`config.mk`:
```
export PLATFORM = sky130hd
export DESIGN_NAME = spi_trace_link
export DESIGN_NICKNAME = d
export VERILOG_FILES = /design/src/rtl/spi_trace_pkg.sv /design/src/rtl/spi_word_fifo.sv /design/src/rtl/spi_trace_link.sv
export SDC_FILE = /design/constraint.sdc
export NUM_CORES = 1
export LEC_CHECK = 0
export ABC_AREA = 1
export CORE_UTILIZATION = 25
export DETAILED_ROUTE_END_ITERATION = 16
export SLEW_MARGIN = 30
export SYNTH_ARGS = -nofsm -noshare
export SYNTH_HDL_FRONTEND = slang
export SYNTH_SLANG_ARGS = --single-unit
```
`constraint.sdc`:
```
create_clock -name clk -period 3.72 [get_ports clk]
set_clock_uncertainty 0.1 [all_clocks]
set_input_delay 0.372 -clock clk [delete_from_list [all_inputs] [get_ports clk]]
set_output_delay 0.372 -clock clk [all_outputs]
set_load 0.01 [all_outputs]
```
`src/rtl/spi_trace_pkg.sv`:
```
// spi_trace_pkg: command codes, header layout and frame phase shared by the SPI trace link.
package spi_trace_pkg;
   localparam logic [7:0] RESYNC_CMD = 8'hA5;
   localparam logic [7:0] WIDTH_CMD = 8'hA0;
   localparam logic [7:0] WIDTH_CMD_MASK = 8'hF1;
   localparam int HDR_REAL_N = 7;
   localparam int HDR_WIDTH_LSB = 1;
   localparam int HDR_SYNC = 0;
   typedef enum logic {PH_HDR, PH_PAY} phase_t;
   function automatic logic [7:0] make_hdr(input logic is_real, input logic [1:0] width, input logic sync);
      make_hdr = '0;
      make_hdr[HDR_REAL_N] = ~is_real;
      make_hdr[HDR_WIDTH_LSB +: 2] = width;
      make_hdr[HDR_SYNC] = sync;
   endfunction
endpackage

```
`src/rtl/spi_word_fifo.sv`:
```
// spi_word_fifo: synchronous show-ahead word FIFO; accepts a push at full when a pop frees a slot.
module spi_word_fifo #(
   parameter int W = 16,
   parameter int DEPTH = 16
) (
   input logic clk,
   input logic rst,
   input logic push,
   input logic [W-1:0] din,
   input logic pop,
   output logic [W-1:0] dout,
   output logic ready,
   output logic [$clog2(DEPTH):0] count
);
   localparam int AW = $clog2(DEPTH);
   logic [W-1:0] mem [DEPTH];
   logic [AW-1:0] wp, rp;
   logic do_push;
   assign ready = count != (AW+1)'(DEPTH) || pop;
   assign do_push = push && ready;
   assign dout = mem[rp];
   always_ff @(posedge clk) begin
      if (do_push) mem[wp] <= din;
   end
   always_ff @(posedge clk) begin
      if (!rst) begin
         wp <= '0;
         rp <= '0;
         count <= '0;
      end else begin
         wp <= do_push ? wp + AW'(1) : wp;
         rp <= pop ? rp + AW'(1) : rp;
         count <= count + (AW+1)'(do_push) - (AW+1)'(pop);
      end
   end
endmodule

```
`src/rtl/spi_trace_link.sv`:
```
// spi_trace_link: SPI slave that streams framed trace words from a FIFO to the host
// and decodes width/resync commands arriving on MOSI.
module spi_trace_link import spi_trace_pkg::*; #(
   parameter int WORD_W = 16,
   parameter int WORDS_PER_FRAME = 8,
   parameter int FIFO_DEPTH = 16,
   parameter int STRETCH_W = 16
) (
   input logic clk,
   input logic rst,
   input logic spi_sclk,
   input logic spi_mosi,
   output logic spi_miso,
   input logic [WORD_W-1:0] word_in,
   input logic word_valid,
   output logic word_ready,
   input logic sync_in,
   output logic [2:0] width_enc,
   output logic frame_reset,
   output logic [7:0] rx_byte,
   output logic rx_byte_valid,
   output logic active
);
   localparam int BPW = WORD_W / 8;
   localparam int CW = $clog2(FIFO_DEPTH) + 1;
   logic [2:0] sclk_s, rx_cnt, tx_cnt;
   logic [1:0] mosi_s, width, byte_idx;
   logic [7:0] rx_sr, rx_nxt, tx_sr, tx_byte;
   logic [3:0] word_idx;
   logic [WORD_W-1:0] cur_word, load_word, fifo_dout;
   logic [CW-1:0] fifo_cnt;
   logic [STRETCH_W-1:0] stretch;
   logic rise, fall, abort, pop, fifo_ready, hdr_real, is_real, last_byte;
   phase_t phase;
   assign rise = sclk_s[1] & ~sclk_s[2];
   assign fall = ~sclk_s[1] & sclk_s[2];
   assign rx_nxt = {rx_sr[6:0], mosi_s[1]};
   assign abort = fall && (rx_nxt == RESYNC_CMD || (rx_cnt == 3'd7 && (rx_nxt & WIDTH_CMD_MASK) == WIDTH_CMD));
   assign hdr_real = fifo_cnt >= CW'(WORDS_PER_FRAME);
   assign load_word = byte_idx == 2'd0 ? (is_real ? fifo_dout : '0) : cur_word;
   assign tx_byte = phase == PH_HDR ? make_hdr(hdr_real, width, sync_in) : load_word[7:0];
   assign pop = rise && tx_cnt == 3'd0 && phase == PH_PAY && byte_idx == 2'd0 && is_real;
   assign word_ready = rst && fifo_ready;
   assign width_enc = {1'b0, width} + 3'd1;
   assign active = |stretch;
   spi_word_fifo #(.W(WORD_W), .DEPTH(FIFO_DEPTH)) u_fifo (
      .clk(clk), .rst(rst), .push(word_valid && word_ready), .din(word_in),
      .pop(pop), .dout(fifo_dout), .ready(fifo_ready), .count(fifo_cnt)
   );
   // Resync matches on any bit alignment; normal bytes complete every 8th bit.
   always_ff @(posedge clk) begin
      if (!rst) begin
         sclk_s <= '0;
         mosi_s <= '0;
         rx_sr <= '0;
         rx_cnt <= '0;
         rx_byte <= '0;
         rx_byte_valid <= 1'b0;
         frame_reset <= 1'b0;
         width <= 2'd3;
      end else begin
         sclk_s <= {sclk_s[1:0], spi_sclk};
         mosi_s <= {mosi_s[0], spi_mosi};
         frame_reset <= fall && rx_nxt == RESYNC_CMD;
         rx_byte_valid <= fall && rx_nxt != RESYNC_CMD && rx_cnt == 3'd7 && rx_nxt != 8'h00;
         if (fall) begin
            rx_sr <= rx_nxt == RESYNC_CMD ? 8'h00 : rx_nxt;
            rx_cnt <= rx_nxt == RESYNC_CMD ? 3'd0 : rx_cnt + 3'd1;
            if (rx_nxt != RESYNC_CMD && rx_cnt == 3'd7 && rx_nxt != 8'h00) begin
               rx_byte <= rx_nxt;
               width <= (rx_nxt & WIDTH_CMD_MASK) == WIDTH_CMD ? rx_nxt[3:2] : width;
            end
         end
      end
   end
   // A new byte loads when tx_cnt wraps to 0; is_real spans header load to the frame's last bit.
   always_ff @(posedge clk) begin
      if (!rst) begin
         phase <= PH_HDR;
         tx_cnt <= '0;
         tx_sr <= '0;
         spi_miso <= 1'b0;
         is_real <= 1'b0;
         last_byte <= 1'b0;
         byte_idx <= '0;
         word_idx <= '0;
         cur_word <= '0;
      end else if (abort) begin
         phase <= PH_HDR;
         tx_cnt <= '0;
         is_real <= 1'b0;
         last_byte <= 1'b0;
         byte_idx <= '0;
      end else if (rise) begin
         spi_miso <= tx_cnt == 3'd0 ? tx_byte[7] : tx_sr[7];
         tx_sr <= tx_cnt == 3'd0 ? {tx_byte[6:0], 1'b0} : {tx_sr[6:0], 1'b0};
         tx_cnt <= tx_cnt + 3'd1;
         if (tx_cnt == 3'd0 && phase == PH_HDR) begin
            is_real <= hdr_real;
            phase <= PH_PAY;
            byte_idx <= '0;
            word_idx <= '0;
         end else if (tx_cnt == 3'd0) begin
            cur_word <= load_word >> 8;
            byte_idx <= byte_idx == 2'(BPW - 1) ? 2'd0 : byte_idx + 2'd1;
            if (byte_idx == 2'(BPW - 1)) begin
               word_idx <= word_idx + 4'd1;
               phase <= word_idx == 4'(WORDS_PER_FRAME - 1) ? PH_HDR : PH_PAY;
               last_byte <= word_idx == 4'(WORDS_PER_FRAME - 1);
            end
         end else if (tx_cnt == 3'd7 && last_byte) begin
            is_real <= 1'b0;
            last_byte <= 1'b0;
         end
      end
   end
   always_ff @(posedge clk) begin
      if (!rst) stretch <= '0;
      else stretch <= is_real ? '1 : (|stretch ? stretch - STRETCH_W'(1) : '0);
   end
endmodule

```
== Word-level counts from Yosys, hierarchy flattened ==
Memory sizes are Yosys's and may differ from the RTL's. A register that Yosys moved wholly into a read port is not among the register bits.
Cells that the tools add are included.
Widths: inputs -> output; s select.

* Flip-flop bits (word level): 85
* RAM bits: 256
* Output and inout port bits: 16
* Input port bits: 22
* Memories: 1

* Bitwise logic cells: 9
* Order comparisons: 1
* Reductions and logical operators: 37
* Muxes and demuxes: 28
* Equality and inequality tests: 10
* Add/sub/neg operators: 10

{| class="wikitable"
|+ Memories
! memory !! depth !! bits a word !! rd ports !! clocked after memory_dff !! wr ports !! RTL line !! source
|-
| u_fifo.mem || 16 || 16 || 1 || 1 || 1 || spi_word_fifo.sv:16 || <nowiki>logic [W-1:0] mem [DEPTH];</nowiki>
|}

{| class="wikitable"
|+ Operator list
! cell !! number
|-
| $mux 16 || 4
|-
| $mux 4 || 5
|-
| $logic_and 1x1->1 || 17
|-
| $mux 8 || 2
|-
| $reduce_or 16->1 || 1
|-
| $sub 16x1->16 const B || 1
|-
| $add 4x1->4 const B || 3
|-
| $mux 1 || 12
|-
| $reduce_and 4->1 || 3
|-
| $reduce_and 3->1 || 3
|-
| $eq 8x8->1 const B || 1
|-
| $ne 8x8->1 const B || 1
|-
| $reduce_bool 2->1 || 4
|-
| $reduce_bool 8->1 || 1
|-
| $mux 7 || 1
|-
| $not 1->1 || 7
|-
| $add 3x1->3 const B || 2
|-
| $eq 3x3->1 const B || 2
|-
| $mux 2 || 3
|-
| $reduce_and 2->1 || 3
|-
| $add 5x1->5 || 1
|-
| $eq 5x5->1 const B || 1
|-
| $ge 5x4->1 const B || 1
|-
| $ne 5x5->1 const B || 1
|-
| other kinds (12) || 15
|}

== Longest topological paths before layout ==
* Depth in word-level cells: 12
* Depth in mapped cells: 18

== Modules after synthesis ==
From an unflattened synthesis, not the netlist that was laid out.

* Cells, all modules: 1650
* Area total of the unflattened synthesis: 15260.9 µm²

{| class="wikitable"
|+ Modules (own cells, without submodules)
! module !! area each (µm²) !! cells each !! seq. area each (µm²) !! times used
|-
| spi_word_fifo || 11907.7 || 1160 || 8027.7 || 1
|-
| spi_trace_link || 3353.2 || 490 || 1421.4 || 1
|}

== Worst setup path before layout ==
Ideal clock, no wire load.

* Kind: register to register
* From: reg tx_cnt[0]
* To: mem u_fifo.mem[0][0] (enable)
* Setup time: 0.388 ns
* Buffers on the path: 0
* Required time: 3.232 ns
* Slack: 1.159 ns
* Clock period less this slack: 2.561 ns
* Arrival: 2.072 ns
* Stages on the path, launching flop included: 13
* Path through: dfxtp_1 -> inv_1 -> ha_1 -> inv_1 -> nor2_2 -> nand2_4 -> nor2_4 -> nand2_2 -> nand2_1 -> nand2_2 -> nor2_8 -> nand2_1 -> nor2_1

* Cells in the longest elaborated chain, start to end: 11

{| class="wikitable"
|+ RTL lines
! what !! RTL line !! source
|-
| from (decl) || spi_trace_link.sv:26 || <nowiki>logic [2:0] sclk_s, rx_cnt, tx_cnt;</nowiki>
|-
| from (signal assigned) || spi_trace_link.sv:97 || <nowiki>tx_cnt <= tx_cnt + 3'd1;</nowiki>
|-
| $logic_not 3->1 * || spi_trace_link.sv:42 || <nowiki>assign pop = rise && tx_cnt == 3'd0 && phase == PH_PAY && byte_idx == 2'd0 && is_real;</nowiki>
|-
| $logic_and 1x1->1 * (4 in a row) || spi_trace_link.sv:42 ||
|-
| $logic_or 1x1->1 * || spi_word_fifo.sv:19 || <nowiki>assign ready = count != (AW+1)'(DEPTH) || pop;</nowiki>
|-
| $logic_and 1x1->1 || spi_trace_link.sv:43 || <nowiki>assign word_ready = rst && fifo_ready;</nowiki>
|-
| $logic_and 1x1->1 || spi_trace_link.sv:47 || <nowiki>.clk(clk), .rst(rst), .push(word_valid && word_ready), .din(word_in),</nowiki>
|-
| $logic_and 1x1->1 * || spi_word_fifo.sv:20 || <nowiki>assign do_push = push && ready;</nowiki>
|-
| via u_fifo.do_push || spi_word_fifo.sv:18 || <nowiki>logic do_push;</nowiki>
|-
| $mux 1 * || spi_word_fifo.sv:23 || <nowiki>if (do_push) mem[wp] <= din;</nowiki>
|-
| $mux 1 (not written as such) * || spi_word_fifo.sv:23 ||
|-
| to (decl) || spi_word_fifo.sv:16 ||
|}

Mark *: on every way through the listed nets, which the timed path passes. The rest lies on a longest branch.

== Worst setup path in the final report ==
* From: reg tx_cnt[0]
* To: out word_ready

* Cells in the longest elaborated chain, start to end: 7

{| class="wikitable"
|+ RTL lines
! what !! RTL line !! source
|-
| $logic_not 3->1 || spi_trace_link.sv:42 ||
|-
| $logic_and 1x1->1 (4 in a row) || spi_trace_link.sv:42 ||
|-
| $logic_or 1x1->1 || spi_word_fifo.sv:19 ||
|-
| $logic_and 1x1->1 || spi_trace_link.sv:43 ||
|-
| to (decl) || spi_trace_link.sv:16 || <nowiki>output logic word_ready,</nowiki>
|}

Every way passes these cells.

==> results by group <==
Cells and area
  – Share of cells above drive strength 1: a little under 8%
  – Final core occ: 29.7%
  – Most frequent cells in the layout: nand2_1 (309), edfxtp_1 (256), nor2_1 (142)
  – Nets: between 1000 and 1500
  – Final instance area: between 15000 and 20000 µm²
  – Fillers: just under 6000
  – Post-Layout Cell Count: roughly 2200
  – Area grow syn2layout: 16.6%
  – Commonest non-fill, non-tap cell in the layout: nand2_1

Worst setup path
  – CP Capture Type: output port
  – Worst R2R Path Depth: 16
  – Levels on crit path: 11
  – WP buf/inv: 4
  – Critical Path AT: 2.41 ns
  – Crit-path leading delay family: buffers and inverters
  – Crit-path cells: inv_1 > ha_1 > inv_1 > nor2_2 > nand2_4 > nor2_4 > nand2_2 > nand2_1 > nand2_2 > inv_1 > clkdlybuf4s50_1
  – CP max stage cell: clkdlybuf4s50_1
  – Worst setup SP type: flop
  – Crit Path Max Fanout: 4
  – CP peak stage delay: approximately 0.54 ns
  – Most frequent CP cell: inv_1
  – Worst Path Required: between 3 and 4 ns
  – Kind of critical path: flop to output port

Floorplanning
  – FP Rows: 87
  – Initial core utilization: 25.5%
  – Die area: just under 60000 µm²
  – DIE WIDTH: ~240 µm
  – IO Count: 38
  – Die Y: ~240 µm
  – Core area: around 57000 µm²

Synthesis
  – Mapped Cells: between 1000 and 1500
  – Mapped cell area: 14500 µm²
  – Post-synthesis cell type count: 41
  – Sequential fraction of the synthesis area: about two thirds
  – Synth Warn #: 0
  – Syn avg cell area: between 10 and 15 µm²
  – Mapped Nets: 1464
  – #FFs+latches synth: approximately 340

Power
  – Worst VDD drop: roughly 0.0003 V
  – Final Total Pwr: roughly 8700 µW
  – Leakage Power: roughly 0.0062 µW
  – PD cells: 516 nW/µm²

Detailed routing
  – Avg Vias per Cell: around 4.4
  – DR pass1 iterations: 5
  – Routed length per instance: approximately 15 µm
  – Final wirelength: around 34 mm
  – Antenna-violating nets left: 0
  – Residual DRC: 0
  – Number of DRC markers in iteration 0: 727
  – Vias: just under 10000

Clock tree
  – Post-CTS setup buffers: 0
  – Root Driver: clkbuf_16
  – Clock Latency Late Sink: 0.53 ns
  – CTS Hold Bufs: 0
  – CTS Buf Count: 36
  – Post-CTS Resized: 0
  – Clk buf depth: 3
  – Clk slew on worst S/H paths: 0.06 ns
  – CTS HTree Levels: 2
  – CTS tree: done
  – Sinks on Clock Net: between 300 and 400

GRT
  – Initial antenna violation count: 3
  – GRT overflow: 0
  – Tot GR Track Use: 11.5%
  – Number of global-route vias before repair: just under 10000
  – Global-route wire length before repair: about 54 mm
  – Pin count of the biggest net entering global routing: ~130

Placement
  – IO Port Bufs: 37
  – GPL Wtd Cong: around 0.80
  – HPWL after detailed placement: 19.9 mm
  – Area post-placement: roughly 16000 µm²
  – Placed cell count: 2172

STA
  – Fin. max-slew vios: 0
  – Tcrit/Tclk final: a little under 80%
  – Final Hold Vio Count: 0
  – Final setup fails: 0
  – Actual slew at the worst max-slew pin: just under 1 ns
  – Period minus WS final: about 2.9 ns
  – Max-slew headroom: 34.7%
  – Post-Route Setup TNS: 0 ns
  – Max Freq: between 0.3 and 0.4 GHz
  – RSZ-0062 raised after global routing: false

Flow run
  – MaxCap Viol Count: 0

Worst hold path
  – Type of the tightest min-delay check: input port to flop
  – Hold depth: 3

Outcome
  – Status: complete, no violations
-- metal layers --
metal,track usage (%),routed length (µm)
met5,0,29
met4,3.57,900
met3,2.20,1580
met2,19.7,16400
met1,14.6,15500
-- final timing paths --
check                               start  slack (ns)               to
worst min register to register  mosi_s[0]        0.32        mosi_s[1]
worst min-delay path             spi_mosi        0.28        mosi_s[0]
worst max-delay path            tx_cnt[0]        0.84       word_ready
worst max register to register  sclk_s[2]        0.97  u_fifo.count[4]
-- flip-flops by register name (all words and copies together), names as in the netlist, 2 cells and up, named ones only --
register and flops:
u_fifo.mem 256, stretch 16, cur_word 8, rx_byte 8, rx_sr 7, tx_sr 7
u_fifo.count 5, u_fifo.rp 4, u_fifo.wp 4, word_idx 4, rx_cnt 3, sclk_s 3
tx_cnt 3, byte_idx 2, mosi_s 2, width 2
-- synth_stat cells (all sizes together) --
| cell | instances | area [µm²] |
|---|---|---|
| xor2 | 8 | 70.1 |
| fa | 1 | 20.0 |
| a31oi | 2 | 12.5 |
| clkbuf | 29 | 109 |
| o21a | 1 | 7.51 |
| nor3 | 6 | 30.0 |
| edfxtp | 256 | 7690 |
| o21ai | 93 | 465 |
| o31ai | 1 | 7.51 |
| nand3 | 132 | 673 |
| nor4 | 2 | 12.5 |
| nand3b | 1 | 7.51 |
| xnor2 | 2 | 17.5 |
| clkinv | 3 | 12.5 |
| dfxtp | 88 | 1760 |
| o22ai | 8 | 50.1 |
| buf | 36 | 201 |
| nand4 | 5 | 37.5 |
| o211ai | 27 | 203 |
| a211oi | 4 | 30.0 |
| nor2 | 165 | 666 |
| nand2 | 315 | 1200 |
| nor3b | 1 | 7.51 |
| inv | 139 | 522 |
| a21oi | 71 | 355 |
| or2 | 3 | 18.8 |
| ha | 21 | 263 |
-- logic make-up after synthesis --
family,count (synthesis),synth area share (%)
buffers and inverters,207,5.84
adders and majority gates,22,1.96
AOI/OAI and AO/OA,207,7.83
and+or+nand+nor,630,18.4
xor gates and xnor gates,10,0.606
DFF,344,65.4
-- through the flow --
| step | hold WS [ns] | setup slack (ns) |
|---|---|---|
| global placement | 0.312 | 0.993 |
| global route | 0.288 | 0.678 |
| finish | 0.278 | 0.840 |
| detailed placement | 0.309 | 0.966 |
| CTS | 0.265 | 0.789 |
| floorplan | 0.290 | 1.16 |
-- where the power goes --
part / switching, µW / internal (µW) / leakage (µW) / total, µW
clock: 1450 / 2030 / 0.000547 / 3480
combinational: 539 / 325 / 0.00266 / 864
sequential: 88.1 / 4250 / 0.00302 / 4340
-- final cells by class --
type                    count  area (µm²)  area share [%]
well taps                 756         946            5.62
repair buffers             61         579            3.44
diodes                      1        2.50          0.0149
clock inverters            13         126           0.750
multi-input cells         869        4200            24.9
flip-flops and latches    344        9450            56.1
inverters                 142         536            3.18
clock buffers              49        1000            5.95
-- worst register-to-register path: cells and delay by family (launching register included) --
family	cells	cell delay [ns]
compound gates	3	0.26
fa+ha+maj	3	0.91
buf+inv	4	0.41
flops	1	0.31
simple gates	6	0.68
No activity file was read; power rests on OpenSTA's default activity.
